==> src/rtl/load_store_unit_pkg.sv <==
// Shared definitions for the load/store unit: datapath width and RV32 load/store funct3 codes.
package load_store_unit_pkg;

    localparam int XLEN = 32;

    localparam logic [2:0] F3_B  = 3'b000;
    localparam logic [2:0] F3_H  = 3'b001;
    localparam logic [2:0] F3_W  = 3'b010;
    localparam logic [2:0] F3_BU = 3'b100;
    localparam logic [2:0] F3_HU = 3'b101;

endpackage

==> src/rtl/load_store_unit_if.sv <==
// Request/response and word-memory signals between execute stage, load/store unit and data memory.
// Handshake: a request transfers on a rising clk edge where req_valid & req_ready are both high;
// the requester holds the request stable until then. resp_valid is a one-cycle pulse with no backpressure.
interface load_store_unit_if;
    import load_store_unit_pkg::*;

    logic            req_valid;
    logic            req_ready;
    logic            req_is_store;
    logic [2:0]      req_funct3;
    logic [XLEN-1:0] req_address;
    logic [XLEN-1:0] req_wdata;
    logic            resp_valid;
    logic [XLEN-1:0] resp_load_data;
    logic            resp_fault;
    logic [XLEN-1:0] mem_address;
    logic [XLEN-1:0] mem_write_data;
    logic            mem_write_enable;
    logic            mem_read;
    logic [XLEN-1:0] mem_read_data;

    modport slave (
        input  req_valid, req_is_store, req_funct3, req_address, req_wdata, mem_read_data,
        output req_ready, resp_valid, resp_load_data, resp_fault,
        output mem_address, mem_write_data, mem_write_enable, mem_read
    );

    modport master (
        output req_valid, req_is_store, req_funct3, req_address, req_wdata, mem_read_data,
        input  req_ready, resp_valid, resp_load_data, resp_fault,
        input  mem_address, mem_write_data, mem_write_enable, mem_read
    );

endinterface

==> src/rtl/load_store_unit_align.sv <==
// Combinational lane logic: legality/alignment check, load extract+extend, store lane merge.
module lsu_align
    import load_store_unit_pkg::*;
#(
    parameter bit CHECK_ALIGN = 1'b1
) (
    input  logic [2:0]      i_funct3,
    input  logic            i_is_store,
    input  logic [1:0]      i_addr_lo,
    input  logic [15:0]     i_store_data,
    input  logic [XLEN-1:0] i_rdata,
    output logic            o_fault,
    output logic [XLEN-1:0] o_load_data,
    output logic [XLEN-1:0] o_merged
);

    logic       w_illegal;
    logic       w_misalign;
    logic [7:0] w_byte;
    logic [15:0] w_half;

    always_comb begin
        w_illegal = 1'b0;
        case (i_funct3)
            F3_B, F3_H, F3_W: w_illegal = 1'b0;
            F3_BU, F3_HU:     w_illegal = i_is_store;
            default:          w_illegal = 1'b1;
        endcase
    end

    assign w_misalign = CHECK_ALIGN &&
                        ((((i_funct3 == F3_H) || (i_funct3 == F3_HU)) && i_addr_lo[0]) ||
                         ((i_funct3 == F3_W) && (i_addr_lo != 2'b00)));
    assign o_fault = w_illegal | w_misalign;

    // Half lanes use addr[1] only, so with CHECK_ALIGN=0 addr[0] is simply ignored.
    assign w_byte = i_rdata[{i_addr_lo, 3'b000} +: 8];
    assign w_half = i_addr_lo[1] ? i_rdata[31:16] : i_rdata[15:0];

    always_comb begin
        o_load_data = i_rdata;
        case (i_funct3)
            F3_B:    o_load_data = {{24{w_byte[7]}}, w_byte};
            F3_BU:   o_load_data = {24'd0, w_byte};
            F3_H:    o_load_data = {{16{w_half[15]}}, w_half};
            F3_HU:   o_load_data = {16'd0, w_half};
            default: o_load_data = i_rdata;
        endcase
    end

    always_comb begin
        o_merged = i_rdata;
        if (i_funct3 == F3_B) begin
            o_merged[{i_addr_lo, 3'b000} +: 8] = i_store_data[7:0];
        end else if (i_funct3 == F3_H) begin
            if (i_addr_lo[1]) o_merged[31:16] = i_store_data;
            else              o_merged[15:0]  = i_store_data;
        end
    end

endmodule

==> src/rtl/load_store_unit.sv <==
// Load/store unit: maps RV32 B/H/W loads and stores onto a word-only memory,
// using read-modify-write for sub-word stores.
module load_store_unit
    import load_store_unit_pkg::*;
#(
    parameter bit CHECK_ALIGN = 1'b1
) (
    input  logic                clk,
    input  logic                reset,
    load_store_unit_if.slave    bus,
    output logic [1:0]          o_dbg_state
);

    typedef enum logic [1:0] {
        S_IDLE     = 2'd0,
        S_LD_WAIT  = 2'd1,
        S_RMW_WAIT = 2'd2
    } state_t;

    state_t          r_state;
    logic [XLEN-1:0] r_addr;
    logic [2:0]      r_funct3;
    logic [15:0]     r_wdata;
    logic            r_is_store;
    logic            r_resp_valid;
    logic            r_resp_fault;
    logic [XLEN-1:0] r_resp_data;

    logic            w_idle;
    logic            w_accept;
    logic [XLEN-1:0] w_sel_addr;
    logic [2:0]      w_sel_funct3;
    logic [15:0]     w_sel_wdata;
    logic            w_sel_is_store;
    logic            w_fault;
    logic            w_is_sw;
    logic [XLEN-1:0] w_load_data;
    logic [XLEN-1:0] w_merged;

    assign w_idle        = (r_state == S_IDLE);
    assign bus.req_ready = w_idle & ~reset;
    assign w_accept      = bus.req_valid & bus.req_ready;

    // The single lane unit looks at the live request in IDLE and at the latched one while waiting.
    assign w_sel_addr     = w_idle ? bus.req_address     : r_addr;
    assign w_sel_funct3   = w_idle ? bus.req_funct3      : r_funct3;
    assign w_sel_wdata    = w_idle ? bus.req_wdata[15:0] : r_wdata;
    assign w_sel_is_store = w_idle ? bus.req_is_store    : r_is_store;

    lsu_align #(.CHECK_ALIGN(CHECK_ALIGN)) u_align (
        .i_funct3     (w_sel_funct3),
        .i_is_store   (w_sel_is_store),
        .i_addr_lo    (w_sel_addr[1:0]),
        .i_store_data (w_sel_wdata),
        .i_rdata      (bus.mem_read_data),
        .o_fault      (w_fault),
        .o_load_data  (w_load_data),
        .o_merged     (w_merged)
    );

    assign w_is_sw = bus.req_is_store & (bus.req_funct3 == F3_W);

    assign bus.mem_address      = {w_sel_addr[XLEN-1:2], 2'b00};
    assign bus.mem_read         = ~reset & w_accept & ~w_fault & ~w_is_sw;
    assign bus.mem_write_enable = ~reset & ((w_accept & ~w_fault & w_is_sw) |
                                            (r_state == S_RMW_WAIT));
    assign bus.mem_write_data   = (r_state == S_RMW_WAIT) ? w_merged : bus.req_wdata;

    assign bus.resp_valid     = r_resp_valid;
    assign bus.resp_fault     = r_resp_fault;
    assign bus.resp_load_data = r_resp_data;
    assign o_dbg_state        = r_state;

    always_ff @(posedge clk) begin
        if (reset) begin
            r_state      <= S_IDLE;
            r_addr       <= '0;
            r_funct3     <= '0;
            r_wdata      <= '0;
            r_is_store   <= 1'b0;
            r_resp_valid <= 1'b0;
            r_resp_fault <= 1'b0;
            r_resp_data  <= '0;
        end else begin
            r_resp_valid <= 1'b0;
            r_resp_fault <= 1'b0;
            r_resp_data  <= '0;
            case (r_state)
                S_IDLE: begin
                    if (w_accept) begin
                        r_addr     <= bus.req_address;
                        r_funct3   <= bus.req_funct3;
                        r_wdata    <= bus.req_wdata[15:0];
                        r_is_store <= bus.req_is_store;
                        if (w_fault) begin
                            r_resp_valid <= 1'b1;
                            r_resp_fault <= 1'b1;
                        end else if (!bus.req_is_store) begin
                            r_state <= S_LD_WAIT;
                        end else if (w_is_sw) begin
                            r_resp_valid <= 1'b1;
                        end else begin
                            r_state <= S_RMW_WAIT;
                        end
                    end
                end
                S_LD_WAIT: begin
                    r_resp_valid <= 1'b1;
                    r_resp_data  <= w_load_data;
                    r_state      <= S_IDLE;
                end
                S_RMW_WAIT: begin
                    r_resp_valid <= 1'b1;
                    r_state      <= S_IDLE;
                end
                default: r_state <= S_IDLE;
            endcase
        end
    end

endmodule
==> src/flat_wrapper.sv <==
// flat-port wrapper written by rule: the top's interface ports become plain ports
module load_store_unit_flat import load_store_unit_pkg::*;
#(
    parameter bit CHECK_ALIGN = 1'b1
)
  (clk, reset, o_dbg_state, bus_req_valid, bus_req_is_store, bus_req_funct3, bus_req_address, bus_req_wdata, bus_mem_read_data, bus_req_ready, bus_resp_valid, bus_resp_load_data, bus_resp_fault, bus_mem_address, bus_mem_write_data, bus_mem_write_enable, bus_mem_read);
  load_store_unit_if bus_i ();
  input  logic clk;
  input  logic reset;
  output logic [1:0] o_dbg_state;
  input wire logic [$bits(bus_i.req_valid)-1:0] bus_req_valid;
  input wire logic [$bits(bus_i.req_is_store)-1:0] bus_req_is_store;
  input wire logic [$bits(bus_i.req_funct3)-1:0] bus_req_funct3;
  input wire logic [$bits(bus_i.req_address)-1:0] bus_req_address;
  input wire logic [$bits(bus_i.req_wdata)-1:0] bus_req_wdata;
  input wire logic [$bits(bus_i.mem_read_data)-1:0] bus_mem_read_data;
  output wire logic [$bits(bus_i.req_ready)-1:0] bus_req_ready;
  output wire logic [$bits(bus_i.resp_valid)-1:0] bus_resp_valid;
  output wire logic [$bits(bus_i.resp_load_data)-1:0] bus_resp_load_data;
  output wire logic [$bits(bus_i.resp_fault)-1:0] bus_resp_fault;
  output wire logic [$bits(bus_i.mem_address)-1:0] bus_mem_address;
  output wire logic [$bits(bus_i.mem_write_data)-1:0] bus_mem_write_data;
  output wire logic [$bits(bus_i.mem_write_enable)-1:0] bus_mem_write_enable;
  output wire logic [$bits(bus_i.mem_read)-1:0] bus_mem_read;
  assign bus_i.req_valid = bus_req_valid;
  assign bus_i.req_is_store = bus_req_is_store;
  assign bus_i.req_funct3 = bus_req_funct3;
  assign bus_i.req_address = bus_req_address;
  assign bus_i.req_wdata = bus_req_wdata;
  assign bus_i.mem_read_data = bus_mem_read_data;
  assign bus_req_ready = bus_i.req_ready;
  assign bus_resp_valid = bus_i.resp_valid;
  assign bus_resp_load_data = bus_i.resp_load_data;
  assign bus_resp_fault = bus_i.resp_fault;
  assign bus_mem_address = bus_i.mem_address;
  assign bus_mem_write_data = bus_i.mem_write_data;
  assign bus_mem_write_enable = bus_i.mem_write_enable;
  assign bus_mem_read = bus_i.mem_read;
  load_store_unit #(.CHECK_ALIGN(CHECK_ALIGN)) u_core (.clk(clk), .reset(reset), .bus(bus_i), .o_dbg_state(o_dbg_state));
endmodule
==> config.mk <==
export PLATFORM = sky130hd
export DESIGN_NAME = load_store_unit_flat
export DESIGN_NICKNAME = d
export VERILOG_FILES = /design/src/rtl/load_store_unit_pkg.sv /design/src/rtl/load_store_unit_if.sv /design/src/rtl/load_store_unit_align.sv /design/src/rtl/load_store_unit.sv /design/src/flat_wrapper.sv
export SDC_FILE = /design/constraint.sdc
export NUM_CORES = 1
export LEC_CHECK = 0
export CAP_MARGIN = 25
export CORE_ASPECT_RATIO = 0.7
export CORE_MARGIN = 4
export CORE_UTILIZATION = 40
export DETAILED_ROUTE_END_ITERATION = 8
export PLACE_DENSITY = 0.78
export SLEW_MARGIN = 20
export SYNTH_ARGS = -nofsm -noshare
export SYNTH_HDL_FRONTEND = slang
export SYNTH_SLANG_ARGS = --single-unit
==> constraint.sdc <==
create_clock -name clk -period 3.2 [get_ports clk]
set_clock_uncertainty 0.1 [all_clocks]
set_input_delay 0.64 -clock clk [delete_from_list [all_inputs] [get_ports clk]]
set_output_delay 0.64 -clock clk [all_outputs]
set_load 0.02 [all_outputs]
==> run summary <==
• 34 — total number of placement rows
• 51 — number of distinct library cells after synthesis
• 3 — depth of the CTS H-tree
• sky130_fd_sc_hd__clkbuf_16 — cell at the root of the clock tree
• 0.00397 uW — leakage
• 71.5% — Layout Area Growth over Synthesis
• sky130_fd_sc_hd__dfxtp_1 — most common flop cell mapped by yosys
• 504 — drt first-iter violations
• 2.46 ns — required time at the worst-slack endpoint
• 33.5% — layout cell share with drive strength beyond 1
• 1,057 — final standard cell count with taps included and fillers excluded
• 0 — post-detailed-route DRC marker count
• 57 — largest net degree at the start of global routing
• 608 — gate count of the mapped netlist
• 0% — async set or reset register ratio after synthesis
• 14,900 sq um — die area
• 37.5% — met1 usage
• 422 nW/um^2 — Power per Cell Area
• sky130_fd_sc_hd__dfxtp_1 — top cell type by total area after synthesis
• 0.604 ns — transition at the pin with the smallest max-transition slack
• 9 — TritonCTS buffer count
• 1250 uW — net switching power of the design
• met2 — GRT busiest layer
• 38.8% — combinational power share
• 7 — number of optimization iterations in the first detailed-route pass
• 41.4% — Starting Density
• 88 — sink count of the clock tree
• 26.4% — global router's overall resource usage
• 0 — number of antenna violations at the first check in global routing
• input port to output port — CP Class
• 6.85% — met3 global-route usage
• 2510 uW — total internal power
• 0 — GRT Residual Overflow
• 2.74 ns — Worst Path Arrival
• 0 — Final Hold Violating Endpoints
• 0.34 ns — insertion delay of the later-clocked pin in the worst-skew pair
• 88 — synthesized flop and latch total
• 5190 sq um — netlist area before placement
• 29.1% — part of the total power dissipated in the clock network
• 0 — Slew Limit Fails
• 0 — count of antenna diodes in the layout
• 0.375 ns — worst hold margin
• 8.54 sq um — average cell area after synthesis
• 1,022 — # placed instances
• 2 — Max Root-Sink Buffers
• 206 — Ports
• 0 — Post-CTS Hold Buffers
• finished, violations left — result of the run
• 5.53 — ratio of routed vias to standard cells
• 14,900 um — detailed placement HPWL
• 0.267 mV — highest ir drop seen on vdd
• yes — setup repair after global routing missed its margin
• 109% — share of the cycle needed by the critical path after routing
• input port — startpoint type of the worst setup path
• 203 — PortBufs
• 12,500 sq um — core outline area
• 0 — number of max-cap violations
• 59.3% — Worst slew margin
• 0 — remaining antenna violation count after routing
• 20.1 um — routed length per instance
• negative setup slack — violated checks
• register to register — type of the tightest min-delay check
• 5,850 — via count
• 0 — number of flops mapped to enable cells by yosys
• 41.3% — global-route met2 utilization
• 124 x sky130_fd_sc_hd__nand2_1, 88 x sky130_fd_sc_hd__dfxtp_1, 55 x sky130_fd_sc_hd__mux2_2 — most common library cells after synthesis
• 33.9% — Yosys top cell area share
• 3.48 ns — Min Clock Period, post-route
• 287 MHz — fmax
• 103 um — Die Height
• sky130_fd_sc_hd__nand2_1 — most frequently used cell type in the post-synthesis netlist
• -0.283 ns — Final WS setup
• 21,200 um — total wirelength of the detailed-routed design
• 33.4% — Net Sw Frac
• 33.9% — post-synthesis sequential area ratio
• 32.1% — sequential share of power
• output port — crit path capture type
• sky130_fd_sc_hd__dfxtp_1 34%, sky130_fd_sc_hd__mux2_2 12%, sky130_fd_sc_hd__nand2_1 9.0%, sky130_fd_sc_hd__nand3b_1 7.5%, sky130_fd_sc_hd__mux2i_1 4.0% — leading post-synthesis cells by cell area
• 0 — number of warnings reported in the yosys synthesis log
• 5,541 — via count of the first global-routing pass
• 0.07 ns — Clock Pin Slew Worst Setup and Hold Paths
• 930 — Filler Cells Inserted
• 16 — maximum fanout count along the critical path
• 144 um — horizontal extent of the die
• 32 — Setup violations, final
• 0.988 — GP Congestion
• done — TritonCTS clock tree
• 1,002 — final net count
• 30,900 um — global-route wire length before repair
-- power groups by stage --
stage / registers [uW] / logic, uW / clock network [uW]
2_1_floorplan: 1240 / 641 / 0
3_5_place_dp: 1230 / 1260 / 0
5_1_grt: 1210 / 1540 / 1150
6_report: 1210 / 1460 / 1090
3_3_place_gp: 1220 / 1240 / 0
4_1_cts: 1210 / 1340 / 1110
-- per-stage QoR --
step / area, sq um / util (%) / setup WS (ns) / power (uW) / TNS (ns)
3_3_place_gp: 7970 / 63.5 / -0.825 / 2470 / -23.08
4_1_cts: 8520 / 67.9 / -0.228 / 3660 / -5.42
6_report: 8910 / 71.0 / -0.283 / 3760 / -6.86
3_5_place_dp: 7970 / 63.5 / -0.897 / 2490 / -25.96
2_1_floorplan: 5230 / - / 0.0151 / 1880 / 0
5_1_grt: 8910 / 71.0 / -0.344 / 3910 / -9.23
-- worst max-delay path, stage by stage --
cell and delay, ns:
sky130_fd_sc_hd__clkdlybuf4s50_1 0.52, sky130_fd_sc_hd__nor4b_4 0.39, sky130_fd_sc_hd__nor2_1 0.17, sky130_fd_sc_hd__buf_4 0.26, sky130_fd_sc_hd__a221oi_2 0.24, sky130_fd_sc_hd__a21oi_2 0.08
sky130_fd_sc_hd__mux2_2 0.27, sky130_fd_sc_hd__buf_4 0.16
-- path summary, 6_finish.rpt --
kind	start	to	slack, ns	cells past startpoint
setup / recovery	bus_req_funct3[2]	bus_mem_write_data[14]	-0.28	8
hold / removal	u_core.r_wdata[2]	u_core.r_wdata[2]	0.37	2
setup reg to reg	u_core.o_dbg_state[0]	u_core.bus.resp_load_data[29]	0.36	10
hold reg to reg	u_core.r_wdata[2]	u_core.r_wdata[2]	0.37	2
-- cells in the final DEF (no fill, tap or decap), types with 3 or more instances in the layout --
master / Yosys / layout
sky130_fd_sc_hd__nor2b_1: 20 / 20
sky130_fd_sc_hd__nor2_1: 38 / 36
sky130_fd_sc_hd__ha_4: 0 / 6
sky130_fd_sc_hd__ha_1: 9 / 3
sky130_fd_sc_hd__nand2_1: 124 / 122
sky130_fd_sc_hd__mux2i_2: 1 / 3
sky130_fd_sc_hd__buf_12: 0 / 4
sky130_fd_sc_hd__buf_4: 5 / 111
sky130_fd_sc_hd__mux2i_4: 0 / 3
sky130_fd_sc_hd__clkinv_4: 0 / 3
sky130_fd_sc_hd__o21ai_0: 17 / 6
sky130_fd_sc_hd__dlygate4sd2_1: 0 / 3
sky130_fd_sc_hd__buf_2: 5 / 7
sky130_fd_sc_hd__mux2_2: 55 / 52
sky130_fd_sc_hd__a21oi_4: 0 / 3
sky130_fd_sc_hd__buf_6: 1 / 22
sky130_fd_sc_hd__a21oi_1: 23 / 15
sky130_fd_sc_hd__o221ai_1: 3 / 3
sky130_fd_sc_hd__o21ai_2: 0 / 10
sky130_fd_sc_hd__a221oi_4: 0 / 4
sky130_fd_sc_hd__mux2i_1: 21 / 16
sky130_fd_sc_hd__nand2b_1: 4 / 4
sky130_fd_sc_hd__inv_6: 0 / 3
sky130_fd_sc_hd__nand3_1: 3 / 3
sky130_fd_sc_hd__dfxtp_1: 88 / 86
sky130_fd_sc_hd__a21oi_2: 11 / 16
sky130_fd_sc_hd__inv_1: 12 / 9
sky130_fd_sc_hd__a221o_1: 20 / 20
sky130_fd_sc_hd__nand3b_1: 52 / 52
sky130_fd_sc_hd__inv_2: 1 / 4
sky130_fd_sc_hd__mux2_4: 0 / 3
sky130_fd_sc_hd__clkdlybuf4s50_1: 0 / 145
sky130_fd_sc_hd__dlymetal6s2s_1: 0 / 21
sky130_fd_sc_hd__a221oi_2: 0 / 12
sky130_fd_sc_hd__a221oi_1: 22 / 6
sky130_fd_sc_hd__clkbuf_16: 0 / 10
-- cell type report --
class                           instances  area, sq um  share of cell area, %
Clock inverter                          6         73.8                  0.829
Multi-Input combinational cell        463         3620                   40.6
Inverter                               14         57.6                  0.646
Tap cell                              162          203                   2.27
Timing Repair Buffer                  314         2960                   33.2
Sequential cell                        88         1760                   19.8
Clock buffer                           10          229                   2.57
-- what timing repair did --
| action | 4_1_cts | 5_1_grt |
|---|---|---|
| pin swaps | 28 | 27 |
| cloned | 0 | 1 |
| endpoints found under the hold margin | 0 | 0 |
| endpoints found under the setup margin | 64 | 64 |
| resized for setup | 224 | 81 |
| buffers inserted | 12 | 10 |
-- routing by layer --
| layer | vias to the layer above | wire (um) |
|---|---|---|
| met5 | - | 0 |
| met4 | 0 | 365 |
| met3 | 36 | 1970 |
| met2 | 280 | 9500 |
| met1 | 2799 | 9360 |
| li1 | 2735 | - |
-- state kept, by name, indices dropped and copies added (netlist names) --
register,cells
u_core.r_funct3,3
u_core.r_wdata,16
u_core.r_is_store,1
u_core.bus.resp_load_data,32
u_core.bus.resp_fault,1
u_core.o_dbg_state,2
u_core.bus.resp_valid,1
u_core.r_addr,32
-- kinds of logic (layout without fill, tap and decap cells) --
kind of cell / after synthesis / in the layout / synth area share, %
AO/OA/AOI/OAI: 112 / 112 / 16.2
multiplexers: 78 / 78 / 16.7
flip-flops: 88 / 88 / 33.9
AND/OR/NAND/NOR: 262 / 262 / 25.9
adder cells (fa/ha/maj): 9 / 9 / 2.17
other: 1 / 2 / 0.0722
buffers and inverters: 58 / 344 / 5.03
Power figures use the tool's default switching activity.
==> patch 1, RTL diff (same settings) <==
Put one more register stage on the output `o_dbg_state`, with the module's reset. The value now appears one clock later. The other outputs are not delayed to match.
--- a/src/rtl/load_store_unit.sv
+++ b/src/rtl/load_store_unit.sv
@@ -71,3 +71,9 @@
     assign bus.resp_load_data = r_resp_data;
-    assign o_dbg_state        = r_state;
+    always_ff @(posedge clk) begin
+        if (reset) begin
+            o_dbg_state <= '0;
+        end else begin
+            o_dbg_state <= r_state;
+        end
+    end
 
Behaviour: not the same (Yosys sat finds a counterexample within 4 cycles, from zero or initial values and one cycle with reset high).
==> patch 1 against the original RTL <==
- the run still ends with negative setup slack left
- sequential cell count increased by 2
- synthesized area increased by 10%
- combinational power increased by 12%
- register-to-register slack improved by 170 ps
- setup slack better by 58 ps
- sequential share of layout area decreased by 1.4 points
- non-clock buffer count is 18 higher
- critical path depth rose by 3
- routed wire length up 14%
- final area rose by 10%
- global-route usage rose by 1.6 points
- total power is 10% higher
- worst hold slack worse by 21 ps
- critical endpoint is now bus_mem_write_data[27]
- largest cell class unchanged
==> patch 1: results (changes against the original RTL) <==
[global_route]
grt_pass1_vias=6521  ; +18%
grt.total_usage_pct=28.0  ; +1.6 points
grt_max_degree=54  ; -5.3%
grt_pass1_wl_um=35800  ; +16%

[clock_network]
cts_setup_buffers=20  ; +8
cts_resized=230  ; +2.7%

[sta]
fmax_mhz=292  ; +1.7%
finalSetupTns_ps=-4910  ; +1950 ps
setup_viol=33  ; +3.1%
worst_slew_pin_slew_ps=652  ; +48.6 ps
postLayoutSetupSlackWorst_ps=-225  ; +58.0 ps

[pwr]
p_sw_w=0.00140  ; +11%
p_leak_nw=4.15  ; +4.6%

[detailed_routing]
avgViaCountPerCell=5.74  ; +3.7%
wl_per_cell_um=20.1  ; +0.24%

[synth]
synthMuxAreaShare_pct=17.4  ; +0.73 points
yosysUniqueCellTypes=57  ; +12%
synth_area_leaders=dfxtp_1 31%, nand2_1 9.5%, mux2_2 8.1%
synth_fa_ha_area_share_pct=1.97  ; -0.20 points
seq_area_frac_synth_pct=31.5  ; -2.4 points

[layout]
fill_cells=1049  ; +13%
fin_nets=1117  ; +11%

[setup_path]
arrival_ps=2680  ; -60 ps
cpMaxStageDelayCell=mux2i_4
critPathMaxStageDelay_ps=370  ; -150 ps
crit_fanout=24  ; +8

[placed_design]
gp_congestion=0.948  ; -4.1%
dp_slack_ps=-775  ; +122 ps
hpwl_um=16900  ; +13%
place_area_mm2=0.00897  ; +13%

[outcome]
status=finished, violations left
violations=negative setup slack

[floorplan]
start_util_pct=41.0  ; -0.40 points

[patch 1: final timing paths]
check | start | endpoint | slack [ps] | cells past startpoint
worst max-delay path | u_core.r_state[0] | bus_mem_write_data[27] | -220 | 11
worst max register to register | u_core.r_state[0] | u_core.bus.resp_load_data[22] | 530 | 8
worst min-delay path | u_core.r_addr[14] | u_core.r_addr[14] | 350 | 2
worst min register to register | u_core.r_addr[14] | u_core.r_addr[14] | 350 | 2
[patch 1: power groups by stage]
stage | clock, W | combinational [W] | sequential, W
after floorplan | 0 | 0.000801 | 0.00127
after global placement | 0 | 0.00146 | 0.00126
after detailed placement | 0 | 0.00148 | 0.00126
after CTS | 0.00128 | 0.00157 | 0.00123
after global routing | 0.00132 | 0.00173 | 0.00124
final | 0.00126 | 0.00164 | 0.00124
[patch 1: layer usage]
metal	track usage, %	vias to the layer above	share of wire [%]
li1	-	3148	-
met1	39.5	3289	43
met2	42.8	402	44
met3	7.46	45	11
met4	6.53	0	1.6
met5	0	-	0
[patch 1: cell families after synthesis]
kind of cell / Yosys count
simple gates: 293
compound gates: 141
buf+inv: 94
flops: 90
mux: 89
fa+ha+maj: 9
other cells: 1
[patch 1: layout make-up]
| cell class | instances | area, µm² | share of cell area (%) |
|---|---|---|---|
| Multi-Input combinational cell | 534 | 4160 | 42.4 |
| Timing Repair Buffer | 332 | 3100 | 31.6 |
| Clock buffer | 9 | 225 | 2.30 |
| Sequential cell | 90 | 1800 | 18.4 |
| Clock inverter | 7 | 124 | 1.26 |
| Inverter | 38 | 153 | 1.56 |
| Tap cell | 190 | 238 | 2.43 |
[patch 1: metrics by stage]
step                      hold WS [ps]  utilization (%)
after detailed placement           345             64.2
after floorplan                    330                -
after global placement             338             64.2
final                              354             70.2
after CTS                          356             69.1
after global routing               363             70.2
==> patch 2, RTL diff (same settings) <==
Made on the original files. `CHECK_ALIGN` is set to 1'b1 in 3 places; all go to 1'b0.
--- a/src/rtl/load_store_unit_align.sv
+++ b/src/rtl/load_store_unit_align.sv
@@ -4,3 +4,3 @@
 #(
-    parameter bit CHECK_ALIGN = 1'b1
+    parameter bit CHECK_ALIGN = 1'b0
 ) (
--- a/src/rtl/load_store_unit.sv
+++ b/src/rtl/load_store_unit.sv
@@ -5,3 +5,3 @@
 #(
-    parameter bit CHECK_ALIGN = 1'b1
+    parameter bit CHECK_ALIGN = 1'b0
 ) (
--- a/src/flat_wrapper.sv
+++ b/src/flat_wrapper.sv
@@ -3,3 +3,3 @@
 #(
-    parameter bit CHECK_ALIGN = 1'b1
+    parameter bit CHECK_ALIGN = 1'b0
 )
Check against the original RTL: not equivalent (a bounded check fails within 4 cycles, from zero or initial values and one cycle with reset high).
==> patch 2 against the original RTL <==
- the run still ends with negative setup slack left
- sequential cell count shrank 1
- worst hold slack gained 3.2 ps
- setup slack gained 39 ps
- synthesized area grew 8.4%
- routed wire length grew 4.4%
- total power shrank 11%
- final area shrank 0.48%
- register-to-register slack gained 270 ps
- fmax grew 1.1%
- global-route usage grew 0.18 points
- combinational power shrank 25%
- critical path type is now reg2out
- critical endpoint is now bus_mem_write_data[27]
- highest routed layer unchanged
==> patch 2: results (changes against the original RTL) <==
[synth]
ys_warn_count=0  ; unchanged
synth-edff-count=0  ; unchanged
yosys-top-cells-count=87 x dfxtp_1, 80 x nand2_1, 59 x o21ai_0, 47 x mux2_2, 41 x nand2b_1
synth_area_leaders=dfxtp_1 31%, mux2_2 9.4%, nand2_1 5.3%
yosysUniqueCellTypes=63  ; +24%
seq_area_frac_synth_pct=30.9  ; -3.0 points
ys.flop_type=dfxtp_1

[sta]
postLayoutSetupSlackWorst_ps=-244  ; +38.9 ps
setup_viol=32  ; unchanged
fin_hold_ws_ps=378  ; +3.17 ps
worst_slew_pin_slew_ps=727  ; +123 ps
finalSetupTns_ps=-5140  ; +1720 ps

[detailed_routing]
route.detailed.drc=0  ; unchanged
drtIter0Drc=615  ; +22%
wl_per_cell_um=19.8  ; -1.3%
num_vias=6359  ; +8.7%
drt_pass1_iterations=5  ; -2

[layout]
fin_nets=1040  ; +3.8%
diodes=0  ; unchanged
drive_above_1_share_pct=27.1  ; -6.4 points

[global_route]
grt_util_met3_pct=7.48  ; +0.63 points
grt_pass1_vias=6126  ; +11%
grt.total_usage_pct=26.6  ; +0.18 points
use_met1_pct=37.2  ; -0.40 points
grt_antenna_before_repair=0  ; unchanged
gr-usage-met2_pct=40.6  ; -0.67 points
grt_max_degree=75  ; +32%
grt_pass1_wl_um=33800  ; +9.5%

[setup_path]
ff2ff_path_depth=9  ; -1
arrival_ps=2700  ; -40 ps
r2r_start=u_core.o_dbg_state[0]
crit_fanout=8  ; -8
rr_endpoint=u_core.o_dbg_state[0]
regToRegSetupSlack_ps=630  ; +270 ps
startpoint_type=flop

[pwr]
p_leak_nw=3.62  ; -8.8%
vdd_drop_max_mv=0.290  ; +8.8%

[worst_hold_path]
min_to=u_core.r_addr[11]
hold_class=reg2reg
min_path_cells=2  ; unchanged
min_from=u_core.r_addr[11]

[clock_network]
cts_root_buf=clkbuf_16
htree_levels=3  ; unchanged
clock_latency_ps=340  ; about the same
clk_path_buf_depth=2  ; unchanged
cts_buffers=9  ; unchanged
cts.clk_slew.worst_paths_ps=70  ; about the same

[placed_design]
gp_congestion=0.981  ; -0.73%
hpwl_um=16600  ; +11%
dp_slack_ps=-856  ; +41.2 ps
numPortBuffers=203  ; unchanged

[outcome]
status=finished, violations left
violations=negative setup slack

## patch 2: changes by cell type in the layout (fill, tap and decap cells not counted), sizes merged, moves of 15 or more
| cell | before | now |
|---|---|---|
| nand2 | 124 | 80 |
| inv | 16 | 41 |
| nor2 | 39 | 22 |
| o21ai | 17 | 63 |
| a211o | 0 | 15 |
| buf | 144 | 120 |
| dlymetal6s2s | 21 | 1 |
| a221oi | 22 | 0 |
| a32oi | 1 | 17 |
| nand3b | 52 | 19 |
| nand2b | 4 | 41 |
## patch 2: what timing repair did
item	in CTS	in global routing
hold buffers	0	0
setup buffers	3	4
gates resized for setup	198	31
cloned	1	0
setup endpoints to repair	65	53
pin swaps	39	5
## patch 2: final cells by class
class / count / area, µm²
Fill cell: 1129 / 4580
Clock buffer: 9 / 225
Timing Repair Buffer: 294 / 2760
Inverter: 36 / 145
Clock inverter: 7 / 68.8
Tap cell: 185 / 231
Sequential cell: 87 / 1750
Multi-Input combinational cell: 500 / 3690
## patch 2: cells by family after synthesis
kind of cell / count (synthesis) / synth area share [%]
AO/OA/AOI/OAI: 212 / 26.1
adder cells (fa/ha/maj): 9 / 2.00
buffers and inverters: 93 / 7.51
flip-flops: 87 / 30.9
multiplexers: 63 / 12.7
other: 1 / 0.0666
AND/OR/NAND/NOR: 214 / 20.6
## patch 2: worst max-delay path by stage
stage                     slack (ps)                      to
after floorplan                 -120  bus_mem_write_data[30]
after global placement          -810  bus_mem_write_data[26]
after detailed placement        -860  bus_mem_write_data[27]
after CTS                       -220  bus_mem_write_data[27]
after global routing            -320  bus_mem_write_data[18]
final                           -240  bus_mem_write_data[27]
## patch 2: critical path, stage by stage (launching register included)
cell,delay (ps)
dfxtp_4,350
inv_4,60
ha_4,190
mux2i_4,370
ha_4,270
or3b_4,480
o32ai_2,280
a22oi_1,120
nand3_2,110
buf_6,120
## patch 2: layer usage
layer,up-vias,share of wire (%)
li1,2966,-
met1,2959,42
met2,380,44
met3,54,11
met4,0,2.4
met5,-,0
## patch 2: report_power, final
part / internal, W / total, W / switching, W
logic: 0.000543 / 0.00110 / 0.000561
clock network: 0.000552 / 0.00107 / 0.000513
registers: 0.00114 / 0.00118 / 0.0000400
## patch 2: metrics by stage
step / cell area, µm² / total power, W / std cells / utilization (%)
global placement: 8330 / 0.00223 / 1094 / 61.9
finish: 8870 / 0.00335 / 1118 / 66.0
global route: 8870 / 0.00348 / 1118 / 66.0
CTS: 8820 / 0.00333 / 1114 / 65.6
floorplan: 5730 / 0.00175 / 680 / -
detailed placement: 8330 / 0.00224 / 1094 / 61.9
